===== src/rtl/line_fill_buffer.sv =====
// Line fill buffer: gathers BEATS memory beats in critical-word-first wrap order
// into one LINE_W line and pulses line_we for one cycle once the line is complete.

module lfb_slot #(
   parameter int W = 64
) (
   input  logic         clk,
   input  logic         reset,
   input  logic         we,
   input  logic [W-1:0] d,
   output logic [W-1:0] q
);
   always_ff @(posedge clk) begin
      if (reset)   q <= '0;
      else if (we) q <= d;
   end
endmodule

module line_fill_buffer #(
   parameter int BEAT_W = 64,
   parameter int BEATS  = 8,
   parameter int LINE_W = 512
) (
   input  logic                     clk,
   input  logic                     reset,
   input  logic                     fill_start,
   input  logic [$clog2(BEATS)-1:0] start_offset,
   input  logic                     mem_valid,
   input  logic [BEAT_W-1:0]        mem_data,
   output logic                     mem_ready,
   output logic [LINE_W-1:0]        line_data,
   output logic                     line_we,
   output logic                     busy,
   output logic [$clog2(BEATS):0]   beat_cnt
);
   localparam int OFS_W = $clog2(BEATS);
   localparam int CNT_W = OFS_W + 1;

   typedef enum logic [1:0] {IDLE, FILL, WRITE} state_t;

   state_t                         state, state_nxt;
   logic [OFS_W-1:0]               ofs, ofs_nxt;
   logic [CNT_W-1:0]               cnt_nxt;
   logic [OFS_W-1:0]               wr_slot;
   logic                           accept;
   logic [BEATS-1:0][BEAT_W-1:0]   slot_q;

   always_ff @(posedge clk) begin
      if (reset) begin
         state    <= IDLE;
         ofs      <= '0;
         beat_cnt <= '0;
      end else begin
         state    <= state_nxt;
         ofs      <= ofs_nxt;
         beat_cnt <= cnt_nxt;
      end
   end

   always_comb begin
      state_nxt = state;
      ofs_nxt   = ofs;
      cnt_nxt   = beat_cnt;
      mem_ready = 1'b0;
      line_we   = 1'b0;
      busy      = 1'b0;
      case (state)
         IDLE: begin
            if (fill_start) begin
               ofs_nxt   = start_offset;
               cnt_nxt   = '0;
               state_nxt = FILL;
            end
         end
         FILL: begin
            mem_ready = 1'b1;
            busy      = 1'b1;
            if (mem_valid) begin
               cnt_nxt = beat_cnt + CNT_W'(1);
               if (beat_cnt == CNT_W'(BEATS - 1)) state_nxt = WRITE;
            end
         end
         WRITE: begin
            line_we   = 1'b1;
            busy      = 1'b1;
            state_nxt = IDLE;
         end
         default: state_nxt = IDLE;
      endcase
   end

   // Truncation to OFS_W bits gives the modulo-BEATS wrap for free.
   assign accept  = mem_ready & mem_valid;
   assign wr_slot = ofs + beat_cnt[OFS_W-1:0];

   for (genvar g = 0; g < BEATS; g++) begin : g_slot
      lfb_slot #(.W(BEAT_W)) u_slot (
         .clk   (clk),
         .reset (reset),
         .we    (accept && (wr_slot == OFS_W'(g))),
         .d     (mem_data),
         .q     (slot_q[g])
      );
   end

   assign line_data = slot_q;
endmodule


===== config.mk =====
export PLATFORM = sky130hd
export DESIGN_NAME = line_fill_buffer
export DESIGN_NICKNAME = d
export VERILOG_FILES = /design/src/rtl/line_fill_buffer.sv
export SDC_FILE = /design/constraint.sdc
export NUM_CORES = 1
export LEC_CHECK = 0
export ABC_CLOCK_PERIOD_IN_PS = 3300
export CELL_PAD_IN_SITES_DETAIL_PLACEMENT = 0
export CELL_PAD_IN_SITES_GLOBAL_PLACEMENT = 1
export CORE_AREA = 2 2 226 228
export CTS_CLUSTER_SIZE = 25
export DETAILED_ROUTE_END_ITERATION = 10
export DIE_AREA = 0 0 228 230
export DONT_BUFFER_PORTS = 1
export GPL_ROUTABILITY_DRIVEN = 0
export PLACE_DENSITY_LB_ADDON = 0.1
export SYNTH_ARGS = -nofsm -noshare
export SYNTH_HDL_FRONTEND = slang
export SYNTH_SLANG_ARGS = --single-unit

===== constraint.sdc =====
create_clock -name clk -period 3.3 [get_ports clk]
set_input_delay 0.66 -clock clk [delete_from_list [all_inputs] [get_ports clk]]
set_output_delay 0.66 -clock clk [all_outputs]
set_load 0.02 [all_outputs]

Word-level counts from Yosys, hierarchy flattened
Cells that the tools add are included.

storage, ports and cells
  bits in registers = 521
  output and inout port bits = 519
  word-level logic and storage cells = 52

cells by class
  add/sub/neg operators = 2
  eq/ne operators = 13
  multiplexer cells = 10
  bitwise operators = 1
  reduce and logical (&&, ||, !) cells = 15

operators by type and width
  operator                                        count
  == test 3 bit (second input constant)           4
  logical AND 1 bit                               8
  2-to-1 mux 4 bit                                2
  case mux 4 bit (2 select lines)                 1
  == test 3 x 2 -> 1 bit (second input constant)  2
  2-to-1 mux 2 bit                                3
  != test 2 bit (second input constant)           3
  AND reduction 3 bit                             2
  adder 4 x 1 -> 4 bit (second input constant)    1
  == test 4 x 3 -> 1 bit (second input constant)  1
  case mux 2 bit (2 select lines)                 1
  adder 3 bit                                     1
  == test 3 x 1 -> 1 bit (second input constant)  1
  logical NOT 3 bit                               1
  2-to-1 mux 1 bit                                3
  == test 2 x 1 -> 1 bit (second input constant)  1
  == test 2 bit (second input constant)           1
  logical NOT 2 bit                               1
  AND reduction 2 bit                             1
  nonzero test 2 bit                              1
  OR reduction 2 bit                              1
  AND 1 bit                                       1

Longest topological paths before layout
Gate-level depths: netlist (run 1).

  word-level depth = 4
  depth in mapped cells = 9
  depth with buffers taken out = 7

By module
From an unflattened synthesis (run 1), not the netlist that was laid out.

unflattened totals
  cell total of the unflattened synthesis = 1,728
  area, all modules = 18,973.2 um^2

modules (own cells, without submodules)
  module            times used  cells each  area each (um^2)  sequential area each (um^2)
  lfb_slot          8           206         2,290.9           1,281.2
  line_fill_buffer  1           80          645.6             180.2

Worst setup path before layout (run 1)
OpenSTA, ideal clock, no wires.

  path type = register -> register
  start = reg beat_cnt[0]
  end = reg g_slot[2].u_slot.q[33]
  library setup time = 0.132 ns
  arrival = 2.283 ns
  slack = 0.885 ns
  stages on the path, launching flop included = 9
  path buffers = 1
  cell sequence = dfxtp_1 ha_1 inv_1 fa_1 nor4bb_1 nand2_2 buf_4 nand2_1 a21oi_1

between the ends
  word-level cells in the longest chain between the ends = 3

RTL lines
  what                    line  RTL
  from (decl)             34    output logic [$clog2(BEATS):0] beat_cnt
  from (signal assigned)  56    beat_cnt <= cnt_nxt;
  adder 3 bit             94    assign wr_slot = ofs + beat_cnt[OFS_W-1:0];
  == test 3 x 2 -> 1 bit  100   .we (accept && (wr_slot == OFS_W'(g))),
  logical AND 1 bit       100
  to (signal assigned)    14    if (reset) q <= '0;
  to (signal assigned)    15    else if (we) q <= d;
  to (decl)               11    output logic [W-1:0] q

Every way passes these cells.
A chain may end at the register's enable or synchronous reset.

Final worst setup path (run 1)
  start = reg beat_cnt[0]
  end = reg g_slot[6].u_slot.q[59]

between the ends
  word-level cells in the longest chain between the ends = 3

RTL lines
  what                  line
  adder 3 bit           94
  == test 3 bit         100
  logical AND 1 bit     100
  to (signal assigned)  14
  to (signal assigned)  15
  to (decl)             11

Every way passes these cells.

==> results.ini, run 1 <==
[outcome]
status = finished clean

[synthesis]
synth.distinct_cells = 32
avgSynthCellArea_um2 = 7.97
synth_nets = 2439
synth-edff-count = 0
ys_top_cells_by_count = nand2_1, dfxtp_1, a21oi_1, clkbuf_1, buf_4
syn-cell-area_mm2 = 0.0188
async_flop_share_pct = 0
synth_top_area_share_pct = 55.4
yosysMostFrequentCell = nand2_1
ys_warn_count = 0
postSynthCellCount = 2361
synthTopCellsByArea = dfxtp_1, nand2_1, a21oi_1
synth_seq_area_share_pct = 55.4
yosys.area.top_type = dfxtp_1
synth-main-ff-cell = dfxtp_1
synth_seq_cells = 521

[timing]
rsz0062_at_grt = false
period_minus_slack_ps = 2870
worstMarginPinSlew_ps = 932
max_freq_mhz = 349
setup_viol_count_final = 0
relSlewSlack_pct = 37.9
hold_slack_ps = 161
post-route-period-util_pct = 86.9
final_hold_viol_count = 0
fin_setup_tns_ps = 0
fin_ws_ps = 433
fin_skew_ps = 9.19
maxSlewViolCount = 0

[global_route]
grt_pass1_vias = 14200
grt_max_degree = 522
grtUsageTotal_pct = 25.6
grt_pass1_wl_um = 101000
antenna_found_initial = 1
grt_overflow_total = 0

[placement]
dp_hpwl_um = 45700
io_buffers = 0
placed_cell_area_mm2 = 0.0187
dp_cells = 2846
dpl_worst_slack_ps = 416

[pwr]
switching_share_pct = 22.8
comb_power_share_pct = 2.8
power_frac_seq_pct = 50.8
irDropWorstVdd_mv = 0.347
p_per_area_mw_per_mm2 = 631
p_int_mw = 9.96
p_switching_mw = 2.95
power_mw = 12.9
pwr-share-clk_pct = 46.4
leakage_nw = 6.65

[clock_tree]
cts_resized = 0
htreeDepth = 2
clkTransAtPathRegs_ps = 60
numCtsBuffers = 56
ctsHoldBuffers = 0
clockBufferDepth = 3
cts.sinks = 521
post_cts.repair.setup_buffers = 0
cts-root-buf = clkbuf_16
clock_latency_ps = 590
cts_tree = yes

[finish]
drive_gt1_share_pct = 5.99
finalNetCount = 2310
stdcell_count = 2944
design_area_mm2 = 0.0205
fin_util_pct = 41.0
syn_to_final_growth_pct = 8.67

[routing]
dr.pass1.iters = 5
detail-route-antenna-nets = 0
viasPerCell = 5.15
vias = 15200
drtIter0Drc = 1272
route.detailed.wl_per_inst_um = 23.8
drcViolationCount = 0
drt_wl_total_um = 70000

[floorplanning]
boundaryPins = 590
rows = 82
die_w_um = 228
fp.dieH_um = 230
start_util_pct = 37.7
die_area_mm2 = 0.0524
core_mm2 = 0.0499

[worst_setup_path]
worst_ep_arrival_time_ps = 3310
start_kind = flip-flop
max_stage_delay_ps = 650
crit_required_ps = 3740
crit_type = flip-flop to flip-flop
cp_slowest_cell = nand2_4
end_kind = flip-flop
cp_max_fo = 64
crit_chain = ha_1 -> inv_1 -> fa_1 -> nor4bb_1 -> nand2_4 -> nand2_1 -> a21oi_1

[min_path]
hold_path.class = input port to flip-flop

[flow_run]
cap_violations = 0

[power groups by stage]
| stage | clock network [mW] | registers [mW] | logic, mW |
|---|---|---|---|
| floorplan | 0 | 6.66 | 0.448 |
| global placement | 0 | 6.70 | 0.352 |
| detailed placement | 0 | 6.70 | 0.359 |
| CTS | 6.13 | 6.56 | 0.360 |
| global route | 6.39 | 6.56 | 0.395 |
| finish | 5.99 | 6.56 | 0.355 |
[final timing paths]
| path | end | start | cells past startpoint | slack (ps) |
|---|---|---|---|---|
| setup / recovery | g_slot[6].u_slot.q[59] | beat_cnt[0] | 7 | 430 |
| hold / removal | g_slot[1].u_slot.q[36] | reset | 1 | 160 |
| setup reg to reg | g_slot[6].u_slot.q[59] | beat_cnt[0] | 7 | 430 |
| hold reg to reg | ofs[1] | ofs[1] | 2 | 460 |
[kinds of logic (layout without fill, tap and decap cells)]
kind of cell | count (synthesis) | after routing | synth area share, %
other cells | 0 | 1 | 0
mux | 1 | 1 | 0.0532
flops | 521 | 521 | 55.4
buf+inv | 228 | 138 | 7.04
fa+ha+maj | 7 | 7 | 0.505
xor+xnor | 2 | 2 | 0.246
compound gates | 525 | 525 | 14.0
simple gates | 1077 | 1077 | 22.8
[routing by layer]
| metal | up-vias | GRT usage, % | share of wire, % |
|---|---|---|---|
| li1 | 7268 | - | - |
| met1 | 7175 | 29.5 | 38 |
| met2 | 604 | 42.0 | 47 |
| met3 | 115 | 10.9 | 11 |
| met4 | 0 | 10.4 | 3.8 |
| met5 | - | 0 | 0 |
[layout by cell type (no fill, tap or decap), types with 5 or more instances in the layout]
master and count:
clkinv_2 12, clkbuf_8 11, inv_1 5, nand2_2 6, a21oi_1 520, nand2_1 1033
clkbuf_16 57, buf_12 7, buf_4 29, o21ai_0 5, clkbuf_1 16, ha_1 6
dfxtp_1 521, nor2_8 8, nor2_1 5
[critical path: cells and delay by family (launching register included)]
family	cells	cell delay, ps
AO/OA/AOI/OAI	1	100
AND/OR/NAND/NOR	3	1520
buffers and inverters	1	40
adder cells (fa/ha/maj)	2	710
flip-flops	1	330
[registers in the layout, summed over array words and instances (netlist names)]
register and count:
g_slot.u_slot.q 512, state 2, beat_cnt 4, ofs 3
[cell type report]
type | instances | area (µm²)
Antenna cell | 1 | 2.50
Clock buffer | 84 | 1640
Clock inverter | 13 | 90.1
Fill cell | 5140 | 29400
Inverter | 5 | 18.8
Multi-Input combinational cell | 1612 | 7080
Sequential cell | 521 | 10400
Tap cell | 672 | 841
Timing Repair Buffer | 36 | 358
(Power assumes the default switching activity.)
==> run 2: changes to the inputs <==
- ABC_AREA: not set -> 1
- CORE_AREA: 2 2 226 228 -> not set
- CORE_ASPECT_RATIO: not set -> 0.5
- CORE_UTILIZATION: not set -> 47
- DIE_AREA: 0 0 228 230 -> not set
- SKIP_CTS_REPAIR_TIMING: not set -> 1
==> run 2 against run 1 <==
Net effect:
- clock skew rose by 5.6 ps
- first-iteration DRC count increased by 21%
- combinational power increased to 7.9 times the previous value
- critical path depth rose by 3
- register-to-register slack improved by 280 ps
- utilization grew 11 points
- critical path type unchanged
==> results.ini, run 2 <==
[outcome]
status = finished clean

[worst_setup_path]
rrSetupSlack_ps = 710  ; +280 ps
cp_max_fo = 48  ; -25%
crit_required_ps = 3810  ; +70 ps
end_kind = flip-flop
reg2reg_depth = 10  ; +3
r2r-start = beat_cnt[0]
crit_type = flip-flop to flip-flop
worst_ep_arrival_time_ps = 3100  ; -210 ps
r2r_end = g_slot[6].u_slot.q[48]
start_kind = flip-flop

[finish]
nFillCells = 5215  ; +1.5%
largest_reg_flops = 512  ; unchanged
drive_gt1_share_pct = 3.71  ; -2.3 points
top_regs = g_slot.u_slot.q x512, beat_cnt x4, ofs x3
layout_common_cells = inv_1, nand2_1, dfxtp_1
final_common_cell = inv_1
regMostFlops = g_slot.u_slot.q
finalNetCount = 3921  ; +70%
syn_to_final_growth_pct = 8.97

[timing]
worstMarginPinSlew_ps = 649  ; -283 ps
fin_setup_tns_ps = 0  ; unchanged
fin_ws_ps = 711  ; +278 ps
post-route-period-util_pct = 78.4  ; -8.4 points
final_hold_viol_count = 0  ; unchanged
rsz0062_at_grt = false
max_freq_mhz = 386  ; +11%
period_minus_slack_ps = 2590  ; -278 ps
maxSlewViolCount = 0  ; unchanged
fin_skew_ps = 14.8  ; +5.57 ps
setup_viol_count_final = 0  ; unchanged
relSlewSlack_pct = 56.8  ; +19 points

[min_path]
hold_start = reset
min_to = beat_cnt[1]
hold_path.class = input port to flip-flop
holdPathStages = 1  ; unchanged

[synthesis]
avgSynthCellArea_um2 = 6.17  ; -23%
ys_top_cells_by_count = inv_1, nand2_1, dfxtp_1, nor2_1, nand3_1
yosysMostFrequentCell = inv_1
synth_seq_area_share_pct = 42.7  ; -13 points
syn-cell-area_mm2 = 0.0244  ; +30%
synth-main-ff-cell = dfxtp_1
synth_top_area_share_pct = 42.7  ; -13 points
synth.distinct_cells = 22  ; -31%
synth-edff-count = 0  ; unchanged
yosys.area.top_type = dfxtp_1
synth_seq_cells = 521  ; unchanged
synthTopCellsByArea = dfxtp_1, inv_1, nand2_1
postSynthCellCount = 3961  ; +68%
ys_warn_count = 0  ; unchanged
synth_nets = 4039  ; +66%
async_flop_share_pct = 0  ; unchanged

[placement]
dpl_worst_slack_ps = 747  ; +331 ps
dp_hpwl_um = 48200  ; +5.5%
io_buffers = 0  ; unchanged

[routing]
dr.pass1.iters = 5  ; unchanged
route.detailed.wl_per_inst_um = 16.9  ; -29%
drcViolationCount = 0  ; unchanged
detail-route-antenna-nets = 0  ; unchanged
drt_wl_total_um = 77200  ; +10%
drtIter0Drc = 1543  ; +21%
vias = 21000  ; +39%
viasPerCell = 4.60  ; -11%

[floorplanning]
start_util_pct = 48.1  ; +10 points
core_mm2 = 0.0508  ; +1.9%
rows = 58  ; -29%
die_area_mm2 = 0.0529  ; +0.97%
fp.dieH_um = 163  ; -29%
boundaryPins = 590  ; unchanged
die_w_um = 324  ; +42%

[pwr]
irDropWorstVdd_mv = 0.294  ; -15%
leakage_nw = 13.2  ; +98%
p_per_area_mw_per_mm2 = 604  ; -4.2%

[global_route]
grt_overflow_total = 0  ; unchanged
grt_max_degree = 110  ; -79%
grt_pass1_vias = 18800  ; +32%
antenna_found_initial = 2  ; +1
grt_pass1_wl_um = 117000  ; +15%
grtUsageTotal_pct = 28.3  ; +2.7 points

[clock_tree]
cts_tree = yes
clkTransAtPathRegs_ps = 70  ; about the same
cts.sinks = 521  ; unchanged
clockBufferDepth = 3  ; unchanged
cts-root-buf = clkbuf_16
clock_latency_ps = 580  ; about the same
numCtsBuffers = 48  ; -14%
htreeDepth = 2  ; unchanged

[flow_run]
cap_violations = 0  ; unchanged

run 2: changes by cell type after synthesis, sizes merged, moves of 2 or more:
cell | before | now
nand4b | 3 | 0
nand3 | 3 | 526
clkbuf | 92 | 27
nor2 | 13 | 520
nand2 | 1041 | 1047
nor2b | 2 | 0
inv | 5 | 1104
buf | 131 | 190
a21oi | 520 | 11
and2 | 2 | 0
and4b | 2 | 0
run 2: area by class of cell:
class | instances | area (µm²) | area share, %
inverter | 1105 | 4160 | 15.6
multi-input combinational | 2118 | 8880 | 33.3
clock buffer | 79 | 1510 | 5.67
tap | 690 | 863 | 3.24
clock inverter | 9 | 124 | 0.465
antenna | 2 | 5.00 | 0.0188
sequential | 521 | 10400 | 39.2
timing repair buffer | 49 | 656 | 2.46
run 2: stage by stage:
stage / cell area (µm²) / hold slack (ps) / power, mW / utilization [%] / cells
after floorplan: 24400 / 444 / 9.45 / - / 3961
after global placement: 25000 / 460 / 10.3 / 49.2 / 4483
after detailed placement: 25000 / 467 / 10.3 / 49.2 / 4483
after CTS: 26600 / 96.6 / 16.2 / 52.4 / 4571
after global routing: 26600 / 106 / 16.9 / 52.4 / 4573
final: 26600 / 135 / 16.1 / 52.4 / 4573
run 2: where the power goes:
| group | switching (mW) | internal, mW | total [mW] |
|---|---|---|---|
| clock network | 2.56 | 3.35 | 5.91 |
| registers | 0.719 | 6.64 | 7.36 |
| logic | 1.99 | 0.821 | 2.81 |
run 2: kinds of logic (layout without fill, tap and decap cells):
kind of cell	count (synthesis)	count (layout)	synth area share, %
compound gates	15	15	0.307
fa+ha+maj	7	7	0.389
buf+inv	1322	1242	21.4
flops	521	521	42.7
other cells	0	2	0
simple gates	2096	2096	35.2
run 2: how the worst max path moves through the flow:
stage	startpoint	end	slack [ps]
6_report	beat_cnt[0]	g_slot[6].u_slot.q[48]	710
5_1_grt	beat_cnt[0]	g_slot[3].u_slot.q[61]	550
4_1_cts	ofs[0]	g_slot[6].u_slot.q[12]	700
3_5_place_dp	beat_cnt[0]	g_slot[6].u_slot.q[27]	750
3_3_place_gp	beat_cnt[0]	g_slot[3].u_slot.q[55]	780
2_1_floorplan	beat_cnt[0]	g_slot[1].u_slot.q[43]	1020
run 2: routing by layer:
layer  global-route usage, %  routed length, µm  up-vias
met5                   0.181                  0        -
li1                        -                  -    11000
met1                    34.8              31700     9270
met2                    47.5              36700      607
met4                    12.9               3600        0
met3                    6.18               5220      162
run 2: critical path, stage by stage, from the launching register on:
cell	delay, ps
dfxtp_1	340
ha_1	140
inv_1	40
fa_1	540
nor3_4	270
buf_4	410
nand3_4	110
buf_4	340
nand2_1	130
inv_1	40
nor2_1	100
==> run 3: changes to the inputs <==
- ABC_AREA: 1 -> 0
- ABC_CLOCK_PERIOD_IN_PS: 3300 -> 2400
- CORE_UTILIZATION: 47 -> 45
- clock period: 3.3 -> 2.4 ns (I/O delays scaled with it)
==> run 3 against run 2 <==
Net effect:
- sequential power grew 22%
- critical path depth shrank 2
- die area shrank 19%
- non-clock buffer count shrank 5
- via count shrank 29%
- first-iteration DRC count shrank 18%
- worst hold slack lost 92 ps
- register-to-register slack lost 660 ps
- worst setup slack lost 660 ps
- final area shrank 23%
- largest cell class unchanged
- clock power grew 26%
- largest power group unchanged
==> results.ini, run 3 (same netlist as run 1, synthesis figures left out) <==
[clock_tree]
clock_latency_ps = 550  ; -30 ps
clockBufferDepth = 3  ; unchanged
cts_tree = yes
clkTransAtPathRegs_ps = 70  ; about the same
htreeDepth = 2  ; unchanged
numCtsBuffers = 46  ; -4.2%
cts.sinks = 521  ; unchanged
cts-root-buf = clkbuf_16

[floorplanning]
rows = 52  ; -10%
start_util_pct = 46.1  ; -1.9 points
fp.dieH_um = 147  ; -10%
die_w_um = 291  ; -10%
boundaryPins = 590  ; unchanged
die_area_mm2 = 0.0427  ; -19%
core_mm2 = 0.0408  ; -20%

[global_route]
grt_max_degree = 522  ; +370%
grt_pass1_wl_um = 91800  ; -21%
grtUsageTotal_pct = 27.8  ; -0.43 points
antenna_found_initial = 0  ; -2
grt_overflow_total = 0  ; unchanged
grt_pass1_vias = 13500  ; -28%

[min_path]
hold_path.class = input port to flip-flop

[timing]
max_freq_mhz = 426  ; +10%
setup_viol_count_final = 0  ; unchanged
fin_skew_ps = 11.6  ; -3.21 ps
final_hold_viol_count = 0  ; unchanged
maxSlewViolCount = 0  ; unchanged
post-route-period-util_pct = 97.9  ; +19 points
worstMarginPinSlew_ps = 1010  ; +365 ps
period_minus_slack_ps = 2350  ; -239 ps
rsz0062_at_grt = true
relSlewSlack_pct = 32.4  ; -24 points

[outcome]
status = finished clean

[routing]
drcViolationCount = 0  ; unchanged
viasPerCell = 5.33  ; +16%
dr.pass1.iters = 5  ; unchanged
drt_wl_total_um = 62000  ; -20%
route.detailed.wl_per_inst_um = 22.1  ; +31%
drtIter0Drc = 1260  ; -18%
vias = 14900  ; -29%
detail-route-antenna-nets = 0  ; unchanged

[finish]
drive_gt1_share_pct = 5.66  ; +1.9 points
n_antenna_cell = 0  ; -2
final_common_cell = nand2_1
largest_reg_flops = 512  ; unchanged
syn_to_final_growth_pct = 8.36
nFillCells = 4018  ; -23%
top_regs = g_slot.u_slot.q x512, beat_cnt x4, ofs x3
stdcell_count = 2802  ; -39%
layout_common_cells = nand2_1, dfxtp_1, a21oi_1
finalNetCount = 2308  ; -41%
regMostFlops = g_slot.u_slot.q

[worst_setup_path]
r2r_end = g_slot[2].u_slot.q[27]
crit_required_ps = 2860  ; -950 ps
start_kind = flip-flop
worst_ep_arrival_time_ps = 2810  ; -290 ps
crit_end = g_slot[2].u_slot.q[27]
rrSetupSlack_ps = 50  ; -660 ps
cp-startpoint = beat_cnt[0]
reg2reg_depth = 8  ; -2
r2r-start = beat_cnt[0]
end_kind = flip-flop
cp_max_fo = 42  ; -13%
crit_type = flip-flop to flip-flop

[pwr]
power_mw = 17.0  ; +5.6%
p_per_area_mw_per_mm2 = 832  ; +38%
irDropWorstVdd_mv = 0.451  ; +53%
leakage_nw = 6.64  ; -50%

[placement]
dp_hpwl_um = 40100  ; -17%
dp_cells = 2721  ; -39%
io_buffers = 0  ; unchanged

[flow_run]
cap_violations = 0  ; unchanged

[run 3: cell count changes in the layout (fill, tap and decap cells not counted), moves of 6 or more]
cell / change
a21oi_1: +509
buf_12: +6
buf_4: -12
clkbuf_8: -9
inv_1: -1098
nand2_1: -10
nand3_1: -513
nand3_4: -8
nor2_1: -513
nor2_8: +8
[run 3: critical path: stages (launching register included)]
cell and delay [ps]:
dfxtp_1 340, ha_1 140, inv_1 50, fa_1 570
nand4bb_2 430, nor2_8 200, buf_12 260, nand2_1 90
a21oi_1 140
[run 3: final cells by class]
type	instances	area (µm²)	area share (%)
inverter	5	18.8	0.0920
clock inverter	7	96.3	0.472
multi-input combinational	1612	7080	34.7
timing repair buffer	44	696	3.41
sequential	521	10400	51.1
clock buffer	73	1400	6.85
tap	540	676	3.31
[run 3: per-layer routing]
metal / vias to the layer above / global-route usage (%) / wire length [µm]
met4: 0 / 10.7 / 2290
met1: 7039 / 35.4 / 25300
met3: 120 / 6.30 / 4280
met5: - / 0 / 0
met2: 513 / 46.1 / 30100
li1: 7250 / - / -
[run 3: worst min-delay path by stage]
stage | start | to | slack, ps | cells past startpoint
6_report | reset | g_slot[3].u_slot.q[31] | 40 | 1
4_1_cts | reset | g_slot[5].u_slot.q[33] | -1 | 1
2_1_floorplan | ofs[1] | ofs[1] | 440 | 2
3_5_place_dp | ofs[1] | ofs[1] | 450 | 2
3_3_place_gp | ofs[1] | ofs[1] | 450 | 2
5_1_grt | mem_data[6] | g_slot[1].u_slot.q[6] | 20 | 2
[run 3: metrics by stage]
stage               setup slack [ps]  instance area [µm²]  TNS [ps]  utilization, %  hold slack [ps]
floorplan                       67.8                18800         0               -              436
global placement                 150                18900         0            46.3              447
detailed placement              84.8                18900         0            46.3              453
finish                          50.2                20400         0            50.0             42.5
CTS                             75.3                20400         0            50.0            -1.41
global route                   -61.7                20400      -691            50.0             21.4
[run 3: where the power goes]
group | internal [mW] | leakage [nW] | switching (mW)
Sequential | 8.76 | 4.20 | 0.247
Combinational | 0.188 | 1.71 | 0.327
Clock | 4.20 | 0.731 | 3.25
